### src/rtl/decode_queue.sv
// decode_queue: buffered RV32I decode stage between fetch and dispatch.
// A FIFO of (pc, inst) pairs feeds a registered, decoded output slot.
package decode_queue_pkg;
    localparam int OP_NOP   = 0;
    localparam int OP_ADD   = 1;
    localparam int OP_SUB   = 2;
    localparam int OP_SLL   = 3;
    localparam int OP_SLT   = 4;
    localparam int OP_SLTU  = 5;
    localparam int OP_XOR   = 6;
    localparam int OP_SRL   = 7;
    localparam int OP_SRA   = 8;
    localparam int OP_OR    = 9;
    localparam int OP_AND   = 10;
    localparam int OP_ADDI  = 11;
    localparam int OP_SLTI  = 12;
    localparam int OP_SLTIU = 13;
    localparam int OP_XORI  = 14;
    localparam int OP_ORI   = 15;
    localparam int OP_ANDI  = 16;
    localparam int OP_SLLI  = 17;
    localparam int OP_SRLI  = 18;
    localparam int OP_SRAI  = 19;
    localparam int OP_LB    = 20;
    localparam int OP_LH    = 21;
    localparam int OP_LW    = 22;
    localparam int OP_LBU   = 23;
    localparam int OP_LHU   = 24;
    localparam int OP_SB    = 25;
    localparam int OP_SH    = 26;
    localparam int OP_SW    = 27;
    localparam int OP_BEQ   = 28;
    localparam int OP_BNE   = 29;
    localparam int OP_BLT   = 30;
    localparam int OP_BGE   = 31;
    localparam int OP_BLTU  = 32;
    localparam int OP_BGEU  = 33;
    localparam int OP_LUI   = 34;
    localparam int OP_AUIPC = 35;
    localparam int OP_JAL   = 36;
    localparam int OP_JALR  = 37;
endpackage

module decode_queue
    import decode_queue_pkg::*;
#(
    parameter int XLEN   = 32,
    parameter int ADDR_W = 32,
    parameter int DEPTH  = 4,
    parameter int OP_W   = 6
) (
    input  logic                       clk,
    input  logic                       rst,
    input  logic                       rdy,
    input  logic                       flush,
    input  logic                       in_valid,
    output logic                       in_ready,
    input  logic [ADDR_W-1:0]          in_pc,
    input  logic [31:0]                in_inst,
    output logic                       out_valid,
    input  logic                       out_ready,
    output logic [ADDR_W-1:0]          out_pc,
    output logic [OP_W-1:0]            out_op,
    output logic [XLEN-1:0]            out_imm,
    output logic                       out_en_rx,
    output logic                       out_en_ry,
    output logic                       out_en_w,
    output logic [4:0]                 out_rs1,
    output logic [4:0]                 out_rs2,
    output logic [4:0]                 out_rd,
    output logic                       out_illegal,
    output logic [$clog2(DEPTH+1)-1:0] count
);
    localparam int CW = $clog2(DEPTH+1);
    localparam int PW = $clog2(DEPTH);

    logic [ADDR_W-1:0] pc_mem_q   [DEPTH];
    logic [31:0]       inst_mem_q [DEPTH];
    logic [PW-1:0]     wptr_q, wptr_d, rptr_q, rptr_d;
    logic [CW-1:0]     cnt_q, cnt_d;
    logic              vld_q, vld_d;
    logic [ADDR_W-1:0] pc_q, pc_d;
    logic [OP_W-1:0]   op_q, op_d;
    logic [XLEN-1:0]   imm_q, imm_d;
    logic              rx_q, rx_d, ry_q, ry_d, w_q, w_d, ill_q, ill_d;
    logic [4:0]        rs1_q, rs1_d, rs2_q, rs2_d, rd_q, rd_d;

    logic        push, load;
    logic [31:0] hd;
    logic [6:0]  opc, f7;
    logic [2:0]  f3;
    logic        f7_z, f7_alt;
    logic [31:0] imm_i, imm_s, imm_b, imm_u, imm_j, d_imm;
    logic        d_rx, d_ry, d_w, d_ill;
    int          dop;
    logic [OP_W-1:0] dec_op;
    logic [XLEN-1:0] dec_imm;
    logic        dec_w;
    logic [4:0]  dec_rs1, dec_rs2, dec_rd;

    assign in_ready = !rst && (cnt_q != CW'(DEPTH));
    assign push = in_valid && in_ready && rdy;
    assign load = rdy && (cnt_q != '0) && (!vld_q || out_ready);

    assign hd     = inst_mem_q[rptr_q];
    assign opc    = hd[6:0];
    assign f3     = hd[14:12];
    assign f7     = hd[31:25];
    assign f7_z   = (f7 == 7'h00);
    assign f7_alt = (f7 == 7'h20);
    assign imm_i  = {{20{hd[31]}}, hd[31:20]};
    assign imm_s  = {{20{hd[31]}}, hd[31:25], hd[11:7]};
    assign imm_b  = {{19{hd[31]}}, hd[31], hd[7], hd[30:25],
                     hd[11:8], 1'b0};
    assign imm_u  = {hd[31:12], 12'b0};
    assign imm_j  = {{11{hd[31]}}, hd[31], hd[19:12], hd[20],
                     hd[30:21], 1'b0};

    always_comb begin
        dop   = OP_NOP;
        d_imm = '0;
        d_rx  = 1'b0;
        d_ry  = 1'b0;
        d_w   = 1'b0;
        d_ill = 1'b0;
        unique case (opc)
            7'b0010011: begin
                d_rx = 1'b1; d_w = 1'b1; d_imm = imm_i;
                case (f3)
                    3'd0: dop = OP_ADDI;
                    3'd1: begin dop = OP_SLLI; d_ill = !f7_z; end
                    3'd2: dop = OP_SLTI;
                    3'd3: dop = OP_SLTIU;
                    3'd4: dop = OP_XORI;
                    3'd5: begin
                        dop   = f7_alt ? OP_SRAI : OP_SRLI;
                        d_ill = !(f7_z || f7_alt);
                    end
                    3'd6: dop = OP_ORI;
                    default: dop = OP_ANDI;
                endcase
            end
            7'b0110011: begin
                d_rx = 1'b1; d_ry = 1'b1; d_w = 1'b1;
                // only ADD/SUB and SRL/SRA have an alternate funct7
                d_ill = !(f7_z || (f7_alt && (f3 == 3'd0 || f3 == 3'd5)));
                case (f3)
                    3'd0: dop = f7_alt ? OP_SUB : OP_ADD;
                    3'd1: dop = OP_SLL;
                    3'd2: dop = OP_SLT;
                    3'd3: dop = OP_SLTU;
                    3'd4: dop = OP_XOR;
                    3'd5: dop = f7_alt ? OP_SRA : OP_SRL;
                    3'd6: dop = OP_OR;
                    default: dop = OP_AND;
                endcase
            end
            7'b0000011: begin
                d_rx = 1'b1; d_w = 1'b1; d_imm = imm_i;
                case (f3)
                    3'd0: dop = OP_LB;
                    3'd1: dop = OP_LH;
                    3'd2: dop = OP_LW;
                    3'd4: dop = OP_LBU;
                    3'd5: dop = OP_LHU;
                    default: d_ill = 1'b1;
                endcase
            end
            7'b0100011: begin
                d_rx = 1'b1; d_ry = 1'b1; d_imm = imm_s;
                case (f3)
                    3'd0: dop = OP_SB;
                    3'd1: dop = OP_SH;
                    3'd2: dop = OP_SW;
                    default: d_ill = 1'b1;
                endcase
            end
            7'b1100011: begin
                d_rx = 1'b1; d_ry = 1'b1; d_imm = imm_b;
                case (f3)
                    3'd0: dop = OP_BEQ;
                    3'd1: dop = OP_BNE;
                    3'd4: dop = OP_BLT;
                    3'd5: dop = OP_BGE;
                    3'd6: dop = OP_BLTU;
                    3'd7: dop = OP_BGEU;
                    default: d_ill = 1'b1;
                endcase
            end
            7'b1100111: begin
                d_rx = 1'b1; d_w = 1'b1; d_imm = imm_i; dop = OP_JALR;
            end
            7'b0110111: begin d_w = 1'b1; d_imm = imm_u; dop = OP_LUI; end
            7'b0010111: begin d_w = 1'b1; d_imm = imm_u; dop = OP_AUIPC; end
            7'b1101111: begin d_w = 1'b1; d_imm = imm_j; dop = OP_JAL; end
            7'b0001111: dop = OP_NOP;
            default:    d_ill = 1'b1;
        endcase
        if (d_ill) begin
            dop   = OP_NOP;
            d_imm = '0;
            d_rx  = 1'b0;
            d_ry  = 1'b0;
            d_w   = 1'b0;
        end
    end

    assign dec_op  = OP_W'(dop);
    assign dec_imm = XLEN'($signed(d_imm));
    assign dec_rs1 = d_rx ? hd[19:15] : 5'd0;
    assign dec_rs2 = d_ry ? hd[24:20] : 5'd0;
    assign dec_w   = d_w && (hd[11:7] != 5'd0);
    assign dec_rd  = dec_w ? hd[11:7] : 5'd0;

    always_comb begin
        wptr_d = wptr_q; rptr_d = rptr_q; cnt_d = cnt_q; vld_d = vld_q;
        pc_d = pc_q; op_d = op_q; imm_d = imm_q; ill_d = ill_q;
        rx_d = rx_q; ry_d = ry_q; w_d = w_q;
        rs1_d = rs1_q; rs2_d = rs2_q; rd_d = rd_q;
        if (flush) begin
            wptr_d = '0; rptr_d = '0; cnt_d = '0; vld_d = 1'b0;
            pc_d = '0; op_d = OP_W'(OP_NOP); imm_d = '0; ill_d = 1'b0;
            rx_d = 1'b0; ry_d = 1'b0; w_d = 1'b0;
            rs1_d = '0; rs2_d = '0; rd_d = '0;
        end else if (rdy) begin
            if (push) wptr_d = wptr_q + PW'(1);
            if (load) begin
                rptr_d = rptr_q + PW'(1);
                vld_d  = 1'b1;
                pc_d   = pc_mem_q[rptr_q];
                op_d   = dec_op;  imm_d = dec_imm; ill_d = d_ill;
                rx_d   = d_rx;    ry_d  = d_ry;    w_d   = dec_w;
                rs1_d  = dec_rs1; rs2_d = dec_rs2; rd_d  = dec_rd;
            end else if (vld_q && out_ready) begin
                vld_d = 1'b0;
            end
            cnt_d = cnt_q + CW'(push) - CW'(load);
        end
    end

    always_ff @(posedge clk) begin
        if (rst) begin
            wptr_q <= '0; rptr_q <= '0; cnt_q <= '0; vld_q <= 1'b0;
            pc_q <= '0; op_q <= OP_W'(OP_NOP); imm_q <= '0; ill_q <= 1'b0;
            rx_q <= 1'b0; ry_q <= 1'b0; w_q <= 1'b0;
            rs1_q <= '0; rs2_q <= '0; rd_q <= '0;
        end else begin
            wptr_q <= wptr_d; rptr_q <= rptr_d; cnt_q <= cnt_d;
            vld_q <= vld_d; pc_q <= pc_d; op_q <= op_d;
            imm_q <= imm_d; ill_q <= ill_d;
            rx_q <= rx_d; ry_q <= ry_d; w_q <= w_d;
            rs1_q <= rs1_d; rs2_q <= rs2_d; rd_q <= rd_d;
        end
    end

    // storage needs no reset: entries are only read while counted valid
    always_ff @(posedge clk) begin
        if (push && !flush) begin
            pc_mem_q[wptr_q]   <= in_pc;
            inst_mem_q[wptr_q] <= in_inst;
        end
    end

    assign out_valid   = vld_q;
    assign out_pc      = pc_q;
    assign out_op      = op_q;
    assign out_imm     = imm_q;
    assign out_en_rx   = rx_q;
    assign out_en_ry   = ry_q;
    assign out_en_w    = w_q;
    assign out_rs1     = rs1_q;
    assign out_rs2     = rs2_q;
    assign out_rd      = rd_q;
    assign out_illegal = ill_q;
    assign count       = cnt_q;
endmodule

### config.mk
export PLATFORM = sky130hd
export DESIGN_NAME = decode_queue
export DESIGN_NICKNAME = d
export VERILOG_FILES = /design/src/rtl/decode_queue.sv
export SDC_FILE = /design/constraint.sdc
export NUM_CORES = 1
export LEC_CHECK = 0
export CAP_MARGIN = 20
export CORE_MARGIN = 8
export CORE_UTILIZATION = 47
export CTS_BUF_LIST = sky130_fd_sc_hd__clkbuf_8
export DETAILED_ROUTE_END_ITERATION = 6
export PLACE_DENSITY = 0.67
export SLEW_MARGIN = 10
export SYNTH_ARGS = -nofsm -noshare
export SYNTH_HDL_FRONTEND = slang
export SYNTH_SLANG_ARGS = --single-unit
### constraint.sdc
create_clock -name clk -period 4.2 [get_ports clk]
set_input_delay 0.84 -clock clk [delete_from_list [all_inputs] [get_ports clk]]
set_output_delay 0.84 -clock clk [all_outputs]
set_load 0.005 [all_outputs]
# Word-level counts from Yosys, hierarchy flattened
# Memory sizes are Yosys's and may differ from the RTL's. A register that Yosys moved wholly into a read port is not among the register bits.
# Cells that the tools add are included.
[classes]
mux = 32
add_sub_neg = 4
n_reduce_logical = 37
eq_ne = 19
[op_table]
columns = ["op", "n"]
rows = [
  ["$pmux W32 S5", 1],
  ["$pmux W6 S9", 1],
  ["$pmux W6 S6", 1],
  ["$pmux W5 S7", 1],
  ["$mux W32", 1],
  ["$eq A7 B6 Y1 const B", 4],
  ["$pmux W4 S7", 1],
  ["$pmux W5 S5", 1],
  ["$eq A7 B7 Y1 const B", 3],
  ["$mux W5", 3],
  ["$pmux W5 S3", 1],
  ["$eq A7 B5 Y1 const B", 2],
  ["$mux W1", 14],
  ["$eq A3 B3 Y1 const B", 4],
  ["$reduce_or A6 Y1", 2],
  ["$reduce_or A5 Y1", 2],
  ["$logic_and A1 B1 Y1", 9],
  ["$reduce_or A3 Y1", 3],
  ["$eq A7 B2 Y1 const B", 1],
  ["$eq A7 B4 Y1 const B", 1],
  ["$logic_not A7 Y1", 1],
  ["$reduce_or A7 Y1", 1],
  ["$eq A3 B2 Y1 const B", 2],
  ["$logic_not A1 Y1", 6],
  ["other kinds (17)", 26],
]
[word_totals]
n_memories = 2
in_bits = 70
out_inout_bits = 94
ramBits = 256
wordCells = 107
ff_bits = 65
[mem_list]
columns = ["name", "depth", "width", "read_ports", "rd_clocked_by_memory_dff", "wr", "line", "text"]
rows = [
  ["inst_mem_q", 4, 32, 1, 1, 1, "78", "logic [31:0] inst_mem_q [DEPTH];"],
  ["pc_mem_q", 4, 32, 1, 1, 1, "77", "logic [ADDR_W-1:0] pc_mem_q [DEPTH];"],
]

# Depth between registers and ports, before layout
[logic_depth]
ltp_word = 9
ltp_mapped = 16
ltp_nobuf = 12

# Worst setup path after synthesis
# Ideal clock, no wire load.
[synth_path]
kind = "input-to-reg"
start = "input rdy"
end = "register cnt_q[2], in the netlist count[2]"
t_arrival_ps = 3433
path_buffers = 4
stages = 16
required_ps = 4072
setup_time_ps = 128
setup_slack_ps = 639
cell_sequence = "clkbuf_1 > o31ai_1 > a21o_1 > clkbuf_1 > inv_1 > clkbuf_1 > clkbuf_1 > ha_1 > inv_1 > ha_1 > inv_1 > fa_1 > xor2_1 > nand2_1 > xor2_1 > nor2_1"
[synth_via]
elab_chain_len = 3
word_cells_on_any_way = 5
cone_classes = "add/sub: 2; reduce/logical: 3"
[synth_lines]
columns = ["element", "line", "text"]
rows = [
  ["from (decl)", "54", "input logic rdy,"],
  ["$logic_and A1 B1 Y1 (2 in a row)", "103", "assign load = rdy && (cnt_q != '0) && (!vld_q || out_ready);"],
  ["named net load", "88", "logic push, load;"],
  ["$sub A3 B1 Y3", "237", "cnt_d = cnt_q + CW'(push) - CW'(load);"],
  ["to (signal assigned)", "248", "wptr_q <= wptr_d; rptr_q <= rptr_d; cnt_q <= cnt_d;"],
  ["to (decl)", "80", "logic [CW-1:0] cnt_q, cnt_d;"],
]
# The timed path passes the listed nets, and every way through them passes these cells.
# A chain may end at the register's enable or synchronous reset.

==> reports/metrics.csv <==
stage;metric;value;unit
placed_design;routability congestion estimate;0.900;
min_path;hold path cells;2;
yosys;most used flip-flop cell after synthesis;edfxtp_1;
setup_path;crit path DAT;4.04;ns
route;Initial DRT Pass Iterations;7;
placed_design;PortBufs;163;
global_route;GRT Overall Usage;0.180;
power;internal power;5380;uW
finish;Final Non-Filler Cells;1468;
timing;RSZ-0062 raised after global routing;false;
power;Clock power frac;0.408;
global_route;initial antenna violation count;0;
job;max_cap viols;0;
timing;TNS Setup;0;ns
clock_network;register clock-pin slew on the reported worst setup and hold paths;0.06;ns
finish;Final nets;1114;
yosys;Syn Std Cell Area;13600;um2
global_route;first-pass GRT wire length;48.1;mm
die;Starting Density;0.475;
global_route;grt total ovfl;0;
route;Avg WL per Cell;20.9;um
timing;Fmax;284;MHz
yosys;Synth area leaders;edfxtp_1, dfxtp_1, mux4_2, nand2_1, a21oi_1;
min_path;HP Start;out_imm[17];
finish;area delta synth->final;23.7;%
clock_network;maximum clock insertion buffer count;3;
power;sw frac;0.209;
route;Post-route DRC;0;
placed_design;placed cells;1363;
die;Row Count;62;
die;die area;34600;um2
yosys;Post-synth EDFFs;256;
timing;Slew Viols, Final;0;
clock_network;CTS tree;built;
setup_path;worst reg2reg path depth;8;
route;antenna-violating nets left;0;
setup_path;Crit Path Max Fanout;20;
power;net switching power;1420;uW
setup_path;CP Capture Type;flip-flop;
yosys;post-synthesis register bit count;355;
die;Ports;164;
clock_network;CTS H-tree lvls;2;
global_route;vias in the first global route;8413;
setup_path;setup slack, reg-to-reg;0.68;ns
timing;min Tclk post-route;3.52;ns
power;Worst VDD drop;0.000332;V
setup_path;reg2reg end;out_rs2[3];
timing;crit share post-route;0.838;
finish;Antenna Cells;0;
route;via count;8017;
yosys;Syn Area/Cell;16.1;um2
finish;Fillers;2261;
route;Via density;5.46;
power;Reg power frac;0.556;
die;Die Wd;186;um
timing;Final setup viols;0;
yosys;Synth top cells by count;edfxtp_1, nand2_1, dfxtp_1;
clock_network;hold bufs inserted after CTS;0;
yosys;Mapped Nets;922;
finish;share of cells above drive strength 1;0.174;
yosys;top-count cell post-synth;edfxtp_1;
die;Die Y;186;um
timing;Max transition margin;0.330;
power;combinational share of power;0.036;
timing;final-report hold violation count;0;
clock_network;cts repair resizes;0;
global_route;largest net degree at the start of global routing;55;
setup_path;Critical Path RT;4.72;ns
power;LEAKAGE;0.00548;uW
clock_network;CTS root buf;clkbuf_8;
setup_path;crit path launch type;flip-flop;
clock_network;Setup Fix Bufs, Post-CTS;0;
min_path;Hold Crit Class;flip-flop to flip-flop;
clock_network;Num CTS Buffers;56;
route;DRT iter0 DRCs;413;
yosys;Synth cell types;62;
power;Power Dens Cells;405;nW/um2
route;WL final;30.6;mm
run_status;outcome;finished, final reports clean;
yosys;Synth warnings;0;
yosys;Mapped Cells;845;
min_path;Hold Crit Endpoint;out_imm[17];
timing;setup clock skew after layout;0.0153;ns
clock_network;Sink Count;355;
yosys;top cell type's share of synthesized area;0.567;
yosys;sequential share of the synthesized area;0.713;
placed_design;DP Wirelength;20.1;mm
die;core area;28500;um2
setup_path;critical path class;flip-flop to flip-flop;
yosys;area leader, netlist;edfxtp_1;
timing;Least-Margin Pin Slew;0.994;ns
yosys;ys async rst share;0;
clock_network;Clk Latency, worst-skew pair;0.58;ns
==> critical path, stage by stage (launching register included) <==
cell and delay, ns:
dfxtp_2 0.60, buf_4 0.27, mux4_2 0.72, xor2_1 0.25
a2111oi_4 0.37, a2bb2oi_2 0.21, nand4_1 0.33, a21oi_1 0.51
a22o_1 0.19
==> kinds of logic (layout without fill, tap and decap cells) <==
group                      count (synthesis)  in the layout  share of synthesized area
DFF                                      355            355                      0.713
adders and majority gates                  7              7                    0.00701
xor gates and xnor gates                   6              6                    0.00387
and+or+nand+nor                          185            185                     0.0605
muxes                                     71             71                      0.111
buffers and inverters                     56            295                     0.0182
AOI/OAI and AO/OA                        165            165                     0.0870
==> area by class of cell <==
class / instances / area (um2) / area share
Clock inverter: 42 / 229 / 0.0136
Tap cell: 384 / 480 / 0.0286
Clock buffer: 63 / 867 / 0.0517
Timing Repair Buffer: 180 / 1820 / 0.109
Multi-Input combinational cell: 434 / 3670 / 0.219
Inverter: 10 / 37.5 / 0.00224
Sequential cell: 355 / 9670 / 0.576
==> layout by cell type, fill, tap and decap left out, drive strengths merged, types with 3 or more instances in the layout <==
cell type      count
a21oi             52
nand2            110
and2               9
clkdlybuf4s50    163
clkinv             6
a21boi            11
nor3               7
and3               4
inv               44
a22o              24
nand4              3
mux4              63
edfxtp           256
o221ai             4
nand2b             5
ha                 6
mux2i              6
nand3              9
xor2               4
a211oi             4
a22oi              5
a21o               5
nor2              27
clkbuf            63
dfxtp             99
o21ai             36
buf               17
==> metrics by stage <==
stage | cell area, um2 | setup slack [ns] | util | hold slack, ns | power [uW]
global route | 16800 | 0.380 | 0.588 | 0.474 | 7070
CTS | 16800 | 0.634 | 0.588 | 0.456 | 6890
global placement | 15700 | 0.747 | 0.549 | 0.438 | 4090
floorplan | 13600 | 0.639 | - | 0.449 | 3960
detailed placement | 15700 | 0.652 | 0.549 | 0.442 | 4100
finish | 16800 | 0.680 | 0.588 | 0.454 | 6800
==> power by group through the flow <==
stage                     clock network, uW  registers [uW]  logic [uW]
final                                  2780            3780         243
after global routing                   3020            3780         264
after CTS                              2860            3780         246
after detailed placement                  0            3860         245
after global placement                    0            3860         238
after floorplan                           0            3850         105
==> state kept, by name (all words and copies together), names as in the netlist, 2 cells and up, named ones only <==
signal,cells
rptr_q,2
out_rd,5
out_op,6
count,3
out_imm,32
out_rs1,5
out_pc,32
pc_mem_q,128
inst_mem_q,128
wptr_q,2
out_rs2,5
==> how the worst max path moves through the flow <==
stage | end | cells after the start | slack, ns
CTS | out_rs2[3] | 8 | 0.63
detailed placement | out_rs2[3] | 8 | 0.65
global placement | out_rs2[1] | 8 | 0.75
finish | out_rs2[3] | 8 | 0.68
global route | out_rs2[3] | 7 | 0.38
floorplan | count[2] | 16 | 0.64
==> metal layers <==
metal / part of all wire / global-route usage / vias up
li1: - / - / 3680
met1: 0.41 / 0.228 / 3969
met2: 0.49 / 0.301 / 313
met3: 0.081 / 0.0447 / 55
met4: 0.019 / 0.0559 / 0
met5: 0 / 0 / -
No activity file was read; power rests on OpenSTA's default activity.
